[config.mk]
export PLATFORM = sky130hd
export DESIGN_NAME = stopwatch_timer_core
export DESIGN_NICKNAME = d
export VERILOG_FILES = /design/src/rtl/stopwatch_pkg.sv /design/src/rtl/bcd_digit_cell.sv /design/src/rtl/stopwatch_timer_core.sv
export SDC_FILE = /design/constraint.sdc
export NUM_CORES = 1
export LEC_CHECK = 0
export CAP_MARGIN = 20
export CORE_AREA = 2 2 108 110
export CTS_CLUSTER_SIZE = 25
export DETAILED_ROUTE_END_ITERATION = 10
export DIE_AREA = 0 0 110 112
export PLACE_DENSITY = 0.51
export SLEW_MARGIN = 25
export SYNTH_ARGS = -nofsm -noshare
export SYNTH_HDL_FRONTEND = slang
export SYNTH_HIERARCHICAL = 1
export SYNTH_SLANG_ARGS = --single-unit
[constraint.sdc]
create_clock -name clk -period 2.96 [get_ports clk]
set_input_delay 0.888 -clock clk [delete_from_list [all_inputs] [get_ports clk]]
set_output_delay 0.888 -clock clk [all_outputs]
set_load 0.01 [all_outputs]
[src/rtl/stopwatch_pkg.sv]
// Shared definitions for the stopwatch/countdown engine: digit width, FSM states,
// per-digit base extraction and preset saturation.
package stopwatch_pkg;

  localparam int unsigned DIGIT_W = 4;

  typedef enum logic [1:0] {
    ST_IDLE   = 2'd0,
    ST_RUN    = 2'd1,
    ST_PAUSED = 2'd2,
    ST_DONE   = 2'd3
  } sw_state_e;

  // Base of digit idx from the packed 4-bit-per-digit base vector.
  function automatic int unsigned base_of(input logic [31:0] bases, input int unsigned idx);
    logic [31:0] sh;
    sh = bases >> (idx * DIGIT_W);
    return 32'(sh[DIGIT_W-1:0]);
  endfunction

  // Clamp a preset digit so no code at or above its base is ever held.
  function automatic logic [DIGIT_W-1:0] sat_digit(input logic [DIGIT_W-1:0] v,
                                                    input int unsigned base);
    if (32'(v) >= base) return DIGIT_W'(base - 1);
    return v;
  endfunction

endpackage

[src/rtl/bcd_digit_cell.sv]
// One counter digit of radix BASE; steps when the shared step strobe and its
// carry/borrow-in are both high, wrapping within 0..BASE-1.
module bcd_digit_cell
  import stopwatch_pkg::*;
#(
  parameter int unsigned BASE = 10
) (
  input  logic               clk,
  input  logic               rst_n,
  input  logic               step,
  input  logic               up,
  input  logic               carry_in,
  input  logic               load,
  input  logic [DIGIT_W-1:0] load_val,
  output logic [DIGIT_W-1:0] value,
  output logic               at_max,
  output logic               at_zero
);

  localparam logic [DIGIT_W-1:0] MAX_V = DIGIT_W'(BASE - 1);

  logic [DIGIT_W-1:0] value_q, value_d;

  always_comb begin
    value_d = value_q;
    if (load) begin
      value_d = sat_digit(load_val, BASE);
    end else if (step && carry_in) begin
      if (up) value_d = (value_q == MAX_V) ? '0 : value_q + DIGIT_W'(1);
      else    value_d = (value_q == '0) ? MAX_V : value_q - DIGIT_W'(1);
    end
  end

  always_ff @(posedge clk or negedge rst_n) begin
    if (!rst_n) value_q <= '0;
    else        value_q <= value_d;
  end

  assign value   = value_q;
  assign at_max  = (value_q == MAX_V);
  assign at_zero = (value_q == '0);

endmodule

[src/rtl/stopwatch_timer_core.sv]
// Mixed-radix stopwatch/countdown: prescaler, run/pause/done FSM and a cascade of digit cells.
// Optional lap-hold display snapshot is built when LAP_HOLD_EN is defined.
module stopwatch_timer_core
  import stopwatch_pkg::*;
#(
  parameter int unsigned NUM_DIGITS  = 4,
  parameter logic [31:0] DIGIT_BASES = 32'h0000_6A6A,
  parameter int unsigned CLK_HZ      = 100_000_000,
  parameter int unsigned TICK_HZ     = 1
) (
  input  logic                          clk,
  input  logic                          rst_n,
  input  logic                          start,
  input  logic                          stop,
  input  logic                          clear,
  input  logic                          load,
  input  logic [NUM_DIGITS*DIGIT_W-1:0] load_value,
  input  logic                          up_down,
`ifdef LAP_HOLD_EN
  input  logic                          lap,
`endif
  output logic [NUM_DIGITS*DIGIT_W-1:0] digits,
  output logic                          running,
  output logic                          tick,
  output logic                          wrap,
  output logic                          done
);

  localparam int unsigned W          = NUM_DIGITS * DIGIT_W;
  localparam int unsigned TICK_DIV   = CLK_HZ / TICK_HZ;
  localparam int unsigned PW         = $clog2(TICK_DIV);
  localparam logic [PW-1:0] PRESC_LAST = PW'(TICK_DIV - 1);

  sw_state_e       state_q, state_d;
  logic [PW-1:0]   presc_q, presc_d;
  logic            running_q, running_d;
  logic            tick_q, tick_d;
  logic            wrap_q, wrap_d;
  logic            done_q, done_d;
  logic            step_c, ld_c;
  logic [W-1:0]    ld_val_c, live_c;
  logic [NUM_DIGITS:0]   cup_c, cdn_c;
  logic [NUM_DIGITS-1:0] at_max_c, at_zero_c;
  logic            all_zero_c, all_max_c, is_one_c;

  // Carry (up) and borrow (down) chains: digit i steps when every lower digit is at its limit.
  assign cup_c[0] = 1'b1;
  assign cdn_c[0] = 1'b1;

  for (genvar i = 0; i < NUM_DIGITS; i++) begin : g_digit
    bcd_digit_cell #(
      .BASE(base_of(DIGIT_BASES, 32'(i)))
    ) u_cell (
      .clk      (clk),
      .rst_n    (rst_n),
      .step     (step_c),
      .up       (up_down),
      .carry_in (up_down ? cup_c[i] : cdn_c[i]),
      .load     (ld_c),
      .load_val (ld_val_c[i*DIGIT_W +: DIGIT_W]),
      .value    (live_c[i*DIGIT_W +: DIGIT_W]),
      .at_max   (at_max_c[i]),
      .at_zero  (at_zero_c[i])
    );
    assign cup_c[i+1] = cup_c[i] & at_max_c[i];
    assign cdn_c[i+1] = cdn_c[i] & at_zero_c[i];
  end

  assign all_max_c  = cup_c[NUM_DIGITS];
  assign all_zero_c = cdn_c[NUM_DIGITS];
  assign is_one_c   = (live_c == W'(1));

  always_comb begin
    state_d  = state_q;
    presc_d  = presc_q;
    tick_d   = 1'b0;
    wrap_d   = 1'b0;
    done_d   = 1'b0;
    step_c   = 1'b0;
    ld_c     = 1'b0;
    ld_val_c = load_value;

    if (clear) begin
      ld_c     = 1'b1;
      ld_val_c = '0;
      state_d  = ST_IDLE;
      presc_d  = '0;
    end else if (load) begin
      ld_c    = 1'b1;
      state_d = ST_IDLE;
      presc_d = '0;
    end else begin
      unique case (state_q)
        ST_IDLE:   if (!stop && start && !(!up_down && all_zero_c)) begin
                     state_d = ST_RUN;
                     presc_d = '0;
                   end
        ST_RUN:    if (stop) state_d = ST_PAUSED;
        ST_PAUSED: if (!stop && start) state_d = ST_RUN;
        ST_DONE:   ;
        default:   state_d = ST_IDLE;
      endcase

      // Count step; a down tick already sitting at zero holds rather than wrapping.
      if (state_q == ST_RUN) begin
        if (presc_q == PRESC_LAST) begin
          presc_d = '0;
          tick_d  = 1'b1;
          step_c  = up_down || !all_zero_c;
          wrap_d  = up_down && all_max_c;
          if (!up_down && is_one_c) begin
            done_d  = 1'b1;
            state_d = ST_DONE;
          end
        end else begin
          presc_d = presc_q + PW'(1);
        end
      end
    end

    running_d = (state_d == ST_RUN);
  end

  always_ff @(posedge clk or negedge rst_n) begin
    if (!rst_n) begin
      state_q   <= ST_IDLE;
      presc_q   <= '0;
      running_q <= 1'b0;
      tick_q    <= 1'b0;
      wrap_q    <= 1'b0;
      done_q    <= 1'b0;
    end else begin
      state_q   <= state_d;
      presc_q   <= presc_d;
      running_q <= running_d;
      tick_q    <= tick_d;
      wrap_q    <= wrap_d;
      done_q    <= done_d;
    end
  end

  assign running = running_q;
  assign tick    = tick_q;
  assign wrap    = wrap_q;
  assign done    = done_q;

`ifdef LAP_HOLD_EN
  logic         hold_q, hold_d;
  logic [W-1:0] hold_val_q, hold_val_d;

  // Lap toggles the frozen display; any clear or load releases it.
  always_comb begin
    hold_d     = hold_q;
    hold_val_d = hold_val_q;
    if (clear || load) begin
      hold_d = 1'b0;
    end else if (lap) begin
      hold_d = !hold_q;
      if (!hold_q) hold_val_d = live_c;
    end
  end

  always_ff @(posedge clk or negedge rst_n) begin
    if (!rst_n) begin
      hold_q     <= 1'b0;
      hold_val_q <= '0;
    end else begin
      hold_q     <= hold_d;
      hold_val_q <= hold_val_d;
    end
  end

  assign digits = hold_q ? hold_val_q : live_c;
`else
  assign digits = live_c;
`endif

endmodule
Word-level counts from Yosys, hierarchy flattened
Cells that the tools add are included.

storage, ports and cells
  bits in writable memories = 0
  word-level logic and storage cells = 137
  register bits after elaboration = 49
  memories = 0
  input bits = 23
  ROM bits = 0
  bits in latches = 0

operators by class
  mux-type cells = 74
  shift operators = 0
  bitwise logic cells = 6
  add/subtract/negate cells = 9
  divide/modulo/power cells = 0
  reduce and logical (&&, ||, !) cells = 25
  magnitude comparators = 4
  equal/unequal tests = 9
  multipliers = 0

operators with widths
  operator                                                                count
  27-bit two-way mux                                                      6
  4-bit two-way mux                                                       28
  1-bit two-way mux                                                       30
  27-bit by 1-bit adder with 27-bit output, second input constant         1
  27-bit equality test, second input constant                             1
  4-bit by 1-bit adder with 4-bit output, second input constant           4
  16-bit by 1-bit equality test with 1-bit output, second input constant  1
  4-bit logical NOT                                                       4
  16-bit two-way mux                                                      1
  2-bit two-way mux                                                       8
  4-bit by 1-bit subtractor with 4-bit output, second input constant      4
  4-bit by 3-bit equality test with 1-bit output, second input constant   2
  4-bit equality test, second input constant                              2
  4-bit by 3-bit >= comparator with 1-bit output, second input constant   2
  4-bit >= comparator, second input constant                              2
  1-bit logical AND                                                       8
  2-bit nonzero test                                                      4
  4-bit nonzero test                                                      2
  1-bit AND                                                               6
  2-bit case mux with 3 select lines                                      1
  2-bit by 1-bit equality test with 1-bit output, second input constant   2
  1-bit logical NOT                                                       4
  2-bit equality test, second input constant                              1
  2-bit logical NOT                                                       1
  2 further kinds                                                         2

Depth between registers and ports, before layout
Gate-level depths: netlist (run 1).

  depth in word-level cells = 15
  mapped depth = 9
  mapped depth without buffers = 9

By module
The synthesis (run 1) kept the hierarchy.

modules (own cells, without submodules)
  module                                   area each (um^2)  cells an instance  times used  sequential area each (um^2)
  stopwatch_timer_core                     1,944.4           222                1           825.8
  bcd_digit_cell at g_digit[0].u_cell ...  367.9             44                 2           100.1
  bcd_digit_cell at g_digit[1].u_cell ...  301.5             35                 2           100.1

Worst setup path after synthesis (run 1)
Ideal clock, no wire load.

  kind = input port to flip-flop
  from = in clear
  to = reg g_digit[1].u_cell.value_q[1]
  cell stages on the path = 8
  path buffers = 0
  setup time = 0.064 ns
  arrival = 2.502 ns
  slack = 0.394 ns
  cells stage by stage = nor2_1 nand3_1 nor3_1 nor2b_1 nand2_1 a2111o_1 a21oi_1 a21o_1

between the ends
  elaborated cells between the ends (all ways) = 10
  those cells by class = order compare: 1; mux: 7; reduce/logical: 2

RTL lines
  what                                 line                        RTL
  start: declaration                   stopwatch_timer_core.sv:15  input logic clear,
  1-bit two-way mux                    stopwatch_timer_core.sv:83  if (clear) begin
  named net step_c                     stopwatch_timer_core.sv:40  logic step_c, ld_c;
  1-bit logical AND                    bcd_digit_cell.sv:28        end else if (step && carry_in) begin
  2-bit nonzero test (no source line)  --
  end signal: assignment               bcd_digit_cell.sv:36        else value_q <= value_d;
  end: declaration                     bcd_digit_cell.sv:22        logic [DIGIT_W-1:0] value_q, value_d;

The timed path passes the listed nets, and every way through them passes these cells. The select of a mux whose other input is x is not followed.
A chain may end at the register's enable or synchronous reset.

Worst setup path after layout (run 1)
  from = in clear
  to = reg g_digit[0].u_cell.value_q[3]

between the ends
  elaborated cells between the ends (all ways) = 9
  those cells by class = order compare: 1; mux: 7; reduce/logical: 1

RTL lines
  what                                 line
  1-bit two-way mux                    stopwatch_timer_core.sv:83
  named net step_c                     stopwatch_timer_core.sv:40
  2-bit nonzero test (no source line)  --
  end signal: assignment               bcd_digit_cell.sv:36
  end: declaration                     bcd_digit_cell.sv:22

The timed path passes the listed nets, and every way through them passes these cells. The select of a mux whose other input is x is not followed.

==> key figures, run 1 <==
Synth
  • Post-synth ARST share: 100%
  • Flops & latches, synth: 49
  • Mapped Cells: 380
  • Mean area per synthesized cell: around 8.6 sq um
  • Sequential share of the synthesized area: between 30% and 40%
  • Mapped Area: 3280 sq um
  • Ys Warns: 6
  • Ys flop type: dfrtp_1
  • EDFF count, synth: 0
  • Unique masters post-synth: 55

Clock network
  • Skew-Pair Late Insertion Delay: 290 ps
  • Cts hold-fix bufs: 0
  • Clock-pin slew on the worst setup and hold paths: 70 ps
  • Clock Path Buffers: 2
  • CTS tree: done
  • CTS buffer count: 5
  • Post-CTS setup buffers: 0
  • H-tree levels: 2
  • CTS Root Cell: clkbuf_16
  • CTS Sinks: 49

Floorplan
  • IO Count: 43
  • Die Width: ~110 um
  • FP Rows: 39
  • Core area: approximately 11000 sq um
  • Die area: 12300 sq um
  • Initial Utilization: 29.4%
  • DIE HEIGHT: 112 um

Power
  • Power Internal: 0.00113 W
  • Sw frac: 27.9%
  • Clk pwr share: roughly 37%
  • Switch Pwr: 0.000439 W
  • Combinational share of power: 16.8%
  • VDD IR max: approximately 240 uV
  • P_leak: 1.55 nW
  • PD cells: 380 nW/um^2
  • Total power draw: 0.00157 W
  • Sequential share of power: 46.3%

Cells and area
  • Area delta synth->final: 26.0%
  • Most common cell after layout, fill and taps aside: dfrtp_1
  • Proportion of layout cells with a drive suffix above 1: 9.13%
  • Inserted Diodes: 0
  • Multi-input logic area: 1900 sq um
  • Filler instances: 1156
  • Layout Nets: 461
  • FF+latch area: 1230 sq um
  • Most frequent cells in the layout: 49 x dfrtp_1, 41 x clkdlybuf4s50_1, 38 x o21ai_0
  • Final instance area: 4140 sq um

Timing
  • Final-report max-slew violation count: 0
  • Worst-Margin Slew: 740 ps
  • Period utilisation layout: 89.1%
  • RSZ-0062 raised after global routing: false
  • Achievable Freq: 379 MHz
  • Setup TNS: 0 ps
  • Final Skew: 7.93 ps
  • Max-Slew Margin vs Limit: 50.2%
  • Hold Vio Cnt, Final: 0
  • Tmin final: around 2600 ps
  • Count of final setup violators: 0
  • WHS: 561 ps

Route
  • ANT nets after route: 0
  • DRC Markers: 0
  • Vias per std cell: 5.25
  • Top routing layer in use: met4
  • DR WL/cell: approximately 15 um
  • Wire length on met2: 4140 um
  • DR pass1 iterations: 5
  • Post-Route WL: 8630 um
  • WL met3: 362 um
  • Via count: 3048
  • Violation count after the first detailed-routing iteration: 155
  • Met1 WL: around 4000 um

Min path
  • Worst Hold Class: input port to async pin

Global route
  • Antenna violations before repair: 0
  • Largest net degree at the start of global routing: 36
  • GRT Util Overall: 14.9%
  • Total global routing overflow: 0
  • Global-route wire length before repair: 14800 um
  • Number of global-route vias before repair: 3073

Setup path
  • Reg2Reg Capture Point: g_digit[0].u_cell/value[3]
  • R2R Path Start: presc_q[0]
  • Arr. time, crit path: 2790 ps
  • Worst EP required: 3120 ps
  • Path depth of the worst reg2reg path: 9
  • CP Class: input port to flip-flop
  • Crit end category: flip-flop
  • CP Launch Type: input port
  • Max Fanout on Critical Path: 6
  • Flop2flop setup slack: 330 ps

Placement
  • Hpwl dp: 6310 um
  • GPL Wtd Cong: 0.785
  • Port Buffers: 42
  • Area after DPL: 3990 sq um

Status
  • Outcome: finished clean

Run
  • Max Cap Viol: 0
registers in the layout, indices dropped and copies added, names as in the netlist:
register,cells
done,1
running,1
g_digit.u_cell/value,16
state_q,2
tick,1
presc_q,27
wrap,1
synth_stat cells, types with 5 or more instances:
cell type,n,share of area [%]
dfrtp_1,49,37
o21ai_0,38,5.8
nor2_1,27,3.1
nor2b_1,23,4.4
nand2_1,22,2.5
xor2_1,22,5.9
a21oi_1,20,3.0
inv_1,18,2.1
nor3_1,14,2.1
or3_1,13,2.5
nand3_1,11,1.7
nor4_1,10,1.9
clkbuf_1,9,1.0
o2111ai_1,8,2.1
nand4_1,7,1.3
o21a_1,7,1.6
o211ai_1,5,1.1
xnor2_1,5,1.3
stage by stage:
step / setup slack [ps] / cells / util, %
after floorplan: 394 / 381 / -
after global placement: 36.4 / 573 / 35.7
after detailed placement: -20.5 / 573 / 35.7
after CTS: 283 / 581 / 37.0
after global routing: 24.7 / 581 / 37.0
final: 323 / 581 / 37.0
cell families (layout without fill, tap and decap cells):
logic type | after synthesis | in the layout | synth area share (%)
flops | 49 | 49 | 37.3
fa+ha+maj | 1 | 1 | 0.381
mux | 1 | 1 | 0.343
other cells | 1 | 2 | 0.114
compound gates | 108 | 108 | 21.9
simple gates | 158 | 158 | 27.7
buf+inv | 35 | 92 | 4.99
xor+xnor | 27 | 27 | 7.20
routing by layer:
layer	GRT usage [%]	vias up
li1	-	1525
met1	19.5	1455
met2	24.9	59
met3	3.22	9
met4	3.46	0
met5	0	-
final cells by class:
| type | count | area share (%) |
|---|---|---|
| multi-input combinational | 297 | 45.9 |
| tap | 143 | 4.33 |
| sequential | 49 | 29.6 |
| inverter | 18 | 1.63 |
| clock inverter | 2 | 0.363 |
| timing repair buffer | 66 | 15.0 |
| clock buffer | 6 | 3.12 |
how the worst max path moves through the flow:
stage | to | from | depth (start not counted)
global placement | g_digit[0].u_cell/value[3] | clear | 9
CTS | g_digit[0].u_cell/value[3] | clear | 9
detailed placement | g_digit[0].u_cell/value[3] | clear | 9
floorplan | g_digit[1].u_cell/value[1] | clear | 8
finish | g_digit[0].u_cell/value[3] | clear | 9
global route | g_digit[2].u_cell/value[3] | presc_q[0] | 9
worst max-delay path, stage by stage:
cell	delay, ps
clkdlybuf4s50_1	440
nor2_1	150
nand3_1	110
nor3_1	250
nor2b_1	160
buf_4	150
nand2_1	100
a2111oi_1	390
a31oi_1	130
timing repair:
| item | 4_1_cts | 5_1_grt |
|---|---|---|
| gates resized for setup | 0 | 2 |
| endpoints found under the hold margin | 0 | 0 |
| endpoints found under the setup margin | 0 | 2 |
power by group through the flow:
stage / combinational (W) / clock, W / sequential [W]
after floorplan: 0.000149 / 0 / 0.000729
after global placement: 0.000265 / 0 / 0.000741
after detailed placement: 0.000267 / 0 / 0.000741
after CTS: 0.000268 / 0.000596 / 0.000728
after global routing: 0.000292 / 0.000625 / 0.000734
final: 0.000265 / 0.000580 / 0.000728
Note: power is estimated with default switching activity, not from simulation.
==> run 2, diff against run 1 <==
Settings changed: RECOVER_POWER set to 50, SLEW_MARGIN 25 to 20.
==> key figures, run 2 (same netlist as run 1, synthesis figures left out) <==
Placement
  • GPL Wtd Cong: 0.785
  • Area after DPL: about 4000 sq um
  • Port Buffers: 42
  • Pre-CTS setup slack: -20.5 ps
  • Hpwl dp: ~6300 um

Global route
  • Met2 Use GR: 24.9%
  • Number of global-route vias before repair: 3073
  • Global-route wire length before repair: 14800 um
  • Most Crowded Layer GR: met2
  • Total global routing overflow: 0
  • GRT Util Overall: approximately 15%
  • Antenna violations before repair: 0
  • Met3 Use GR: 3.22%
  • Met1 GRT Util: just under 20%
  • Largest net degree at the start of global routing: 36

Floorplan
  • IO Count: 43
  • Die Width: 110 um
  • Core area: 11200 sq um
  • Die area: ~12000 sq um
  • FP Rows: 39
  • DIE HEIGHT: between 100 and 150 um
  • Initial Utilization: 29.4%

Setup path
  • CP delay by family, top: simple AND/OR/NAND/NOR gates
  • Crit path buffers/inverters: 2
  • Crit-path max cell delay: around 440 ps
  • Crit end category: flip-flop
  • CP Class: input port to flip-flop
  • Max Fanout on Critical Path: 6
  • Crit path cell chain: clkdlybuf4s50_1 -> nor2_1 -> nand3_1 -> nor3_1 -> nor2b_1 -> buf_4 -> nand2_1 -> a2111oi_1 -> a31oi_1
  • Arr. time, crit path: around 2800 ps
  • CP Launch Type: input port
  • CP max stage cell: clkdlybuf4s50_1
  • Worst EP required: 3120 ps

Cells and area
  • Max FFs per register: 27
  • Area delta synth->final: 25.7%
  • Layout Nets: 461
  • Most flops, register: presc_q
  • Inserted Diodes: 0
  • Final core occ: between 30 and 40%
  • Proportion of layout cells with a drive suffix above 1: 8.45%
  • Most frequent cells in the layout: 49 x dfrtp_1, 38 x o21ai_0, 33 x clkdlybuf4s50_1
  • Most common cell after layout, fill and taps aside: dfrtp_1
  • Final instance area: just over 4000 sq um

Timing
  • WHS: roughly 560 ps
  • Final-report max-slew violation count: 0
  • PnR worst setup slack: 326 ps
  • RSZ-0062 raised after global routing: false
  • Achievable Freq: 380 MHz
  • Count of final setup violators: 0
  • Final Skew: 7.98 ps
  • Hold Vio Cnt, Final: 0
  • Tmin final: about 2600 ps
  • Period utilisation layout: 89.0%
  • Max-Slew Margin vs Limit: between 10% and 20%
  • Worst-Margin Slew: 1220 ps

Route
  • Post-Route WL: 8620 um
  • DRC Markers: 0
  • DR pass1 iterations: 4
  • Via count: ~3000
  • DR WL/cell: about 15 um
  • Vias per std cell: 5.23
  • Violation count after the first detailed-routing iteration: 141
  • ANT nets after route: 0

Status
  • Outcome: finished clean

Clock network
  • Clock-pin slew on the worst setup and hold paths: 70 ps
  • CTS Root Cell: clkbuf_16
  • CTS Sinks: 49
  • H-tree levels: 2
  • CTS tree: done
  • Skew-Pair Late Insertion Delay: 290 ps
  • CTS buffer count: 5
  • Clock Path Buffers: 2
  • Post-CTS setup buffers: 0
  • Cts hold-fix bufs: 0

Run
  • Max Cap Viol: 0

Power
  • P_leak: 1.56 nW
  • VDD IR max: 241 uV
  • PD cells: 381 nW/um^2

Min path
  • Worst Hold Class: flip-flop to flip-flop
-- run 2: cell count changes in the layout (fill, tap and decap cells not counted), sizes merged --
cell,before,now
clkdlybuf4s50,41,33
dlygate4sd3,0,8
clkbuf,6,9
buf,25,22
-- run 2: area by class of cell --
cell class                 count  area, sq um
clock buffer                   6          129
clock inverter                 2         15.0
fill                        1156         7050
inverter                      18         67.6
multi-input combinational    297         1900
sequential                    49         1230
tap                          143          179
timing repair buffer          66          612
-- run 2: worst register-to-register path, stage by stage (launching register included) --
cell and delay [ps]:
dfrtp_1 420, ha_1 300, nor4bb_1 320, nand4_1 250, nor3_1 250, nor2b_1 160
buf_4 150, nand2_1 140, a2111oi_1 360, a31oi_1 140
-- run 2: layer usage --
metal | wire, um | up-vias
li1 | - | 1522
met1 | 4030 | 1449
met3 | 390 | 8
met4 | 82 | 0
met2 | 4110 | 57
met5 | 0 | -
-- run 2: stage by stage --
step	TNS (ps)	cells	power, W
after CTS	0	581	0.00159
after detailed placement	-25.6	573	0.00101
after global placement	0	573	0.00101
after global routing	0	581	0.00165
final	0	581	0.00157
after floorplan	0	381	0.000878
-- run 2: where the power goes --
part           leakage (nW)  internal [W]  total, W  switching [W]
sequential            0.666      0.000686  0.000728      0.0000426
combinational         0.831      0.000132  0.000262       0.000130
clock                0.0631      0.000314  0.000581       0.000266
-- run 2: path summary, 6_finish.rpt --
path | from | endpoint | slack, ps | cells past startpoint
hold / removal | presc_q[24] | presc_q[24] | 560 | 2
setup reg to reg | presc_q[0] | g_digit[2].u_cell/value[3] | 330 | 9
min in group asynchronous | rst_n | presc_q[14] | 830 | 1
setup / recovery | clear | g_digit[2].u_cell/value[3] | 330 | 9
max in group asynchronous | rst_n | g_digit[3].u_cell/value[3] | 780 | 2
hold reg to reg | presc_q[24] | presc_q[24] | 560 | 2
-- run 2: timing repair --
action                                  4_1_cts  5_1_grt
endpoints found under the setup margin        0        2
resized for setup                             0        2
hold endpoints to repair                      0        0
==> run 3, diff against run 2 <==
==> constraint.sdc (replaced) <==
create_clock -name clk -period 2.6 [get_ports clk]
set_input_delay 0.52 -clock clk [delete_from_list [all_inputs] [get_ports clk]]
set_output_delay 0.52 -clock clk [all_outputs]
set_load 0.01 [all_outputs]
==> key figures, run 3 (same netlist as run 1, synthesis figures left out) <==
Status
  • Outcome: finished clean

Clock network
  • Cts hold-fix bufs: 0
  • H-tree levels: 2
  • Cts repair resizes: 0
  • CTS Root Cell: clkbuf_16
  • CTS tree: done
  • Post-CTS setup buffers: 0
  • Clock-pin slew on the worst setup and hold paths: 70 ps
  • Clock Path Buffers: 2
  • CTS buffer count: 5
  • Skew-Pair Late Insertion Delay: 300 ps
  • CTS Sinks: 49

Timing
  • Count of final setup violators: 0
  • Final-report max-slew violation count: 0
  • Achievable Freq: between 400 and 500 MHz
  • Hold Vio Cnt, Final: 0
  • RSZ-0062 raised after global routing: true
  • Worst-Margin Slew: 1060 ps
  • Period utilisation layout: 90.9%
  • Max-Slew Margin vs Limit: 29.6%
  • Final Skew: about 10 ps
  • Tmin final: ~2400 ps
  • PnR worst setup slack: 237 ps

Run
  • Max Cap Viol: 0

Placement
  • Cells after DPL: 592
  • Hpwl dp: 6340 um
  • Port Buffers: 42
  • Pre-CTS setup slack: -8.24 ps
  • GPL Wtd Cong: 0.793

Floorplan
  • Core area: 11200 sq um
  • DIE HEIGHT: between 100 and 150 um
  • Die area: 12300 sq um
  • FP Rows: 39
  • Die Width: about 110 um
  • IO Count: 43
  • Initial Utilization: 29.4%

Cells and area
  • Post-Layout Cell Count: 600
  • Most frequent cells in the layout: 49 x dfrtp_1, 40 x buf_4, 38 x o21ai_0
  • Max FFs per register: 27
  • Filler instances: around 1100
  • Most flops, register: presc_q
  • FF+latch area: approximately 1200 sq um
  • Most common cell after layout, fill and taps aside: dfrtp_1
  • Area delta synth->final: 30.3%
  • Multi-input logic area: 1920 sq um
  • Layout Nets: 480
  • Inserted Diodes: 0
  • Proportion of layout cells with a drive suffix above 1: 13.1%

Route
  • Via count: 3126
  • ANT nets after route: 0
  • Post-Route WL: 8760 um
  • DRC Markers: 0
  • DR WL/cell: 14.6 um
  • Violation count after the first detailed-routing iteration: between 100 and 150
  • Vias per std cell: roughly 5.2
  • DR pass1 iterations: 4

Power
  • VDD IR max: 246 uV
  • P_leak: 1.68 nW
  • Total power draw: 0.00182 W
  • PD cells: 425 nW/um^2

Min path
  • Worst Hold Class: input port to async pin

Setup path
  • CP Launch Type: flip-flop
  • Arr. time, crit path: 2600 ps
  • Worst EP required: 2830 ps
  • Max Fanout on Critical Path: 6
  • Crit end category: flip-flop
  • CP Class: flip-flop to flip-flop
  • Path depth of the worst reg2reg path: 8

Global route
  • Largest net degree at the start of global routing: 32
  • Total global routing overflow: 0
  • Number of global-route vias before repair: 3046
  • Antenna violations before repair: 0
  • GRT Util Overall: between 10% and 20%
  • Global-route wire length before repair: 15000 um
-- run 3: cell types whose count changed in the layout (fill, tap and decap cells not counted), sizes merged --
cell	change
clkinv	+1
inv	+1
buf	+19
clkinvlp	-2
clkdlybuf4s50	+1
dlygate4sd3	-1
-- run 3: area by class of cell --
type                       instances  share of cell area (%)
multi-input combinational        297                    44.9
sequential                        49                    28.7
timing repair buffer              85                    17.4
tap                              143                    4.18
clock buffer                       6                    3.01
inverter                          18                    1.58
clock inverter                     2                   0.322
-- run 3: path summary, 6_finish.rpt --
check,from,to,slack [ps]
worst max-delay path,presc_q[21],g_digit[2].u_cell/value[1],240
worst min-delay path,rst_n,presc_q[26],390
worst max register to register,presc_q[21],g_digit[2].u_cell/value[1],240
worst min register to register,presc_q[6],presc_q[6],540
max in group asynchronous,rst_n,g_digit[1].u_cell/value[2],840
min in group clk,presc_q[6],presc_q[6],540
-- run 3: layer usage --
| layer | share of wire (%) | up-vias | GRT usage (%) |
|---|---|---|---|
| met1 | 48 | 1491 | 21.2 |
| met5 | 0 | - | 0 |
| met3 | 3.8 | 9 | 2.99 |
| met4 | 1.3 | 0 | 3.88 |
| met2 | 47 | 65 | 24.2 |
| li1 | - | 1561 | - |
-- run 3: where the power goes --
| part | internal, W | switching (W) | leakage, nW |
|---|---|---|---|
| sequential | 0.000781 | 0.0000186 | 0.666 |
| clock | 0.000360 | 0.000305 | 0.0712 |
| combinational | 0.000167 | 0.000185 | 0.938 |
-- run 3: worst max-delay path: stages (launching register included) --
cell and delay (ps):
dfrtp_1 410, nand4_1 140, or4_4 550, nor3_4 190, nor2b_1 140, buf_4 150, nand2_1 140, a2111oi_0 400
o31a_1 190
-- run 3: per-stage QoR --
stage / TNS (ps) / util, % / hold WS, ps / instance area, sq um
6_report: 0 / 38.3 / 391 / 4280
5_1_grt: -27.9 / 38.3 / 499 / 4280
4_1_cts: 0 / 38.3 / 196 / 4280
3_5_place_dp: -12.5 / 37.0 / 516 / 4130
3_3_place_gp: 0 / 37.0 / 516 / 4130
2_1_floorplan: 0 / - / 224 / 3290
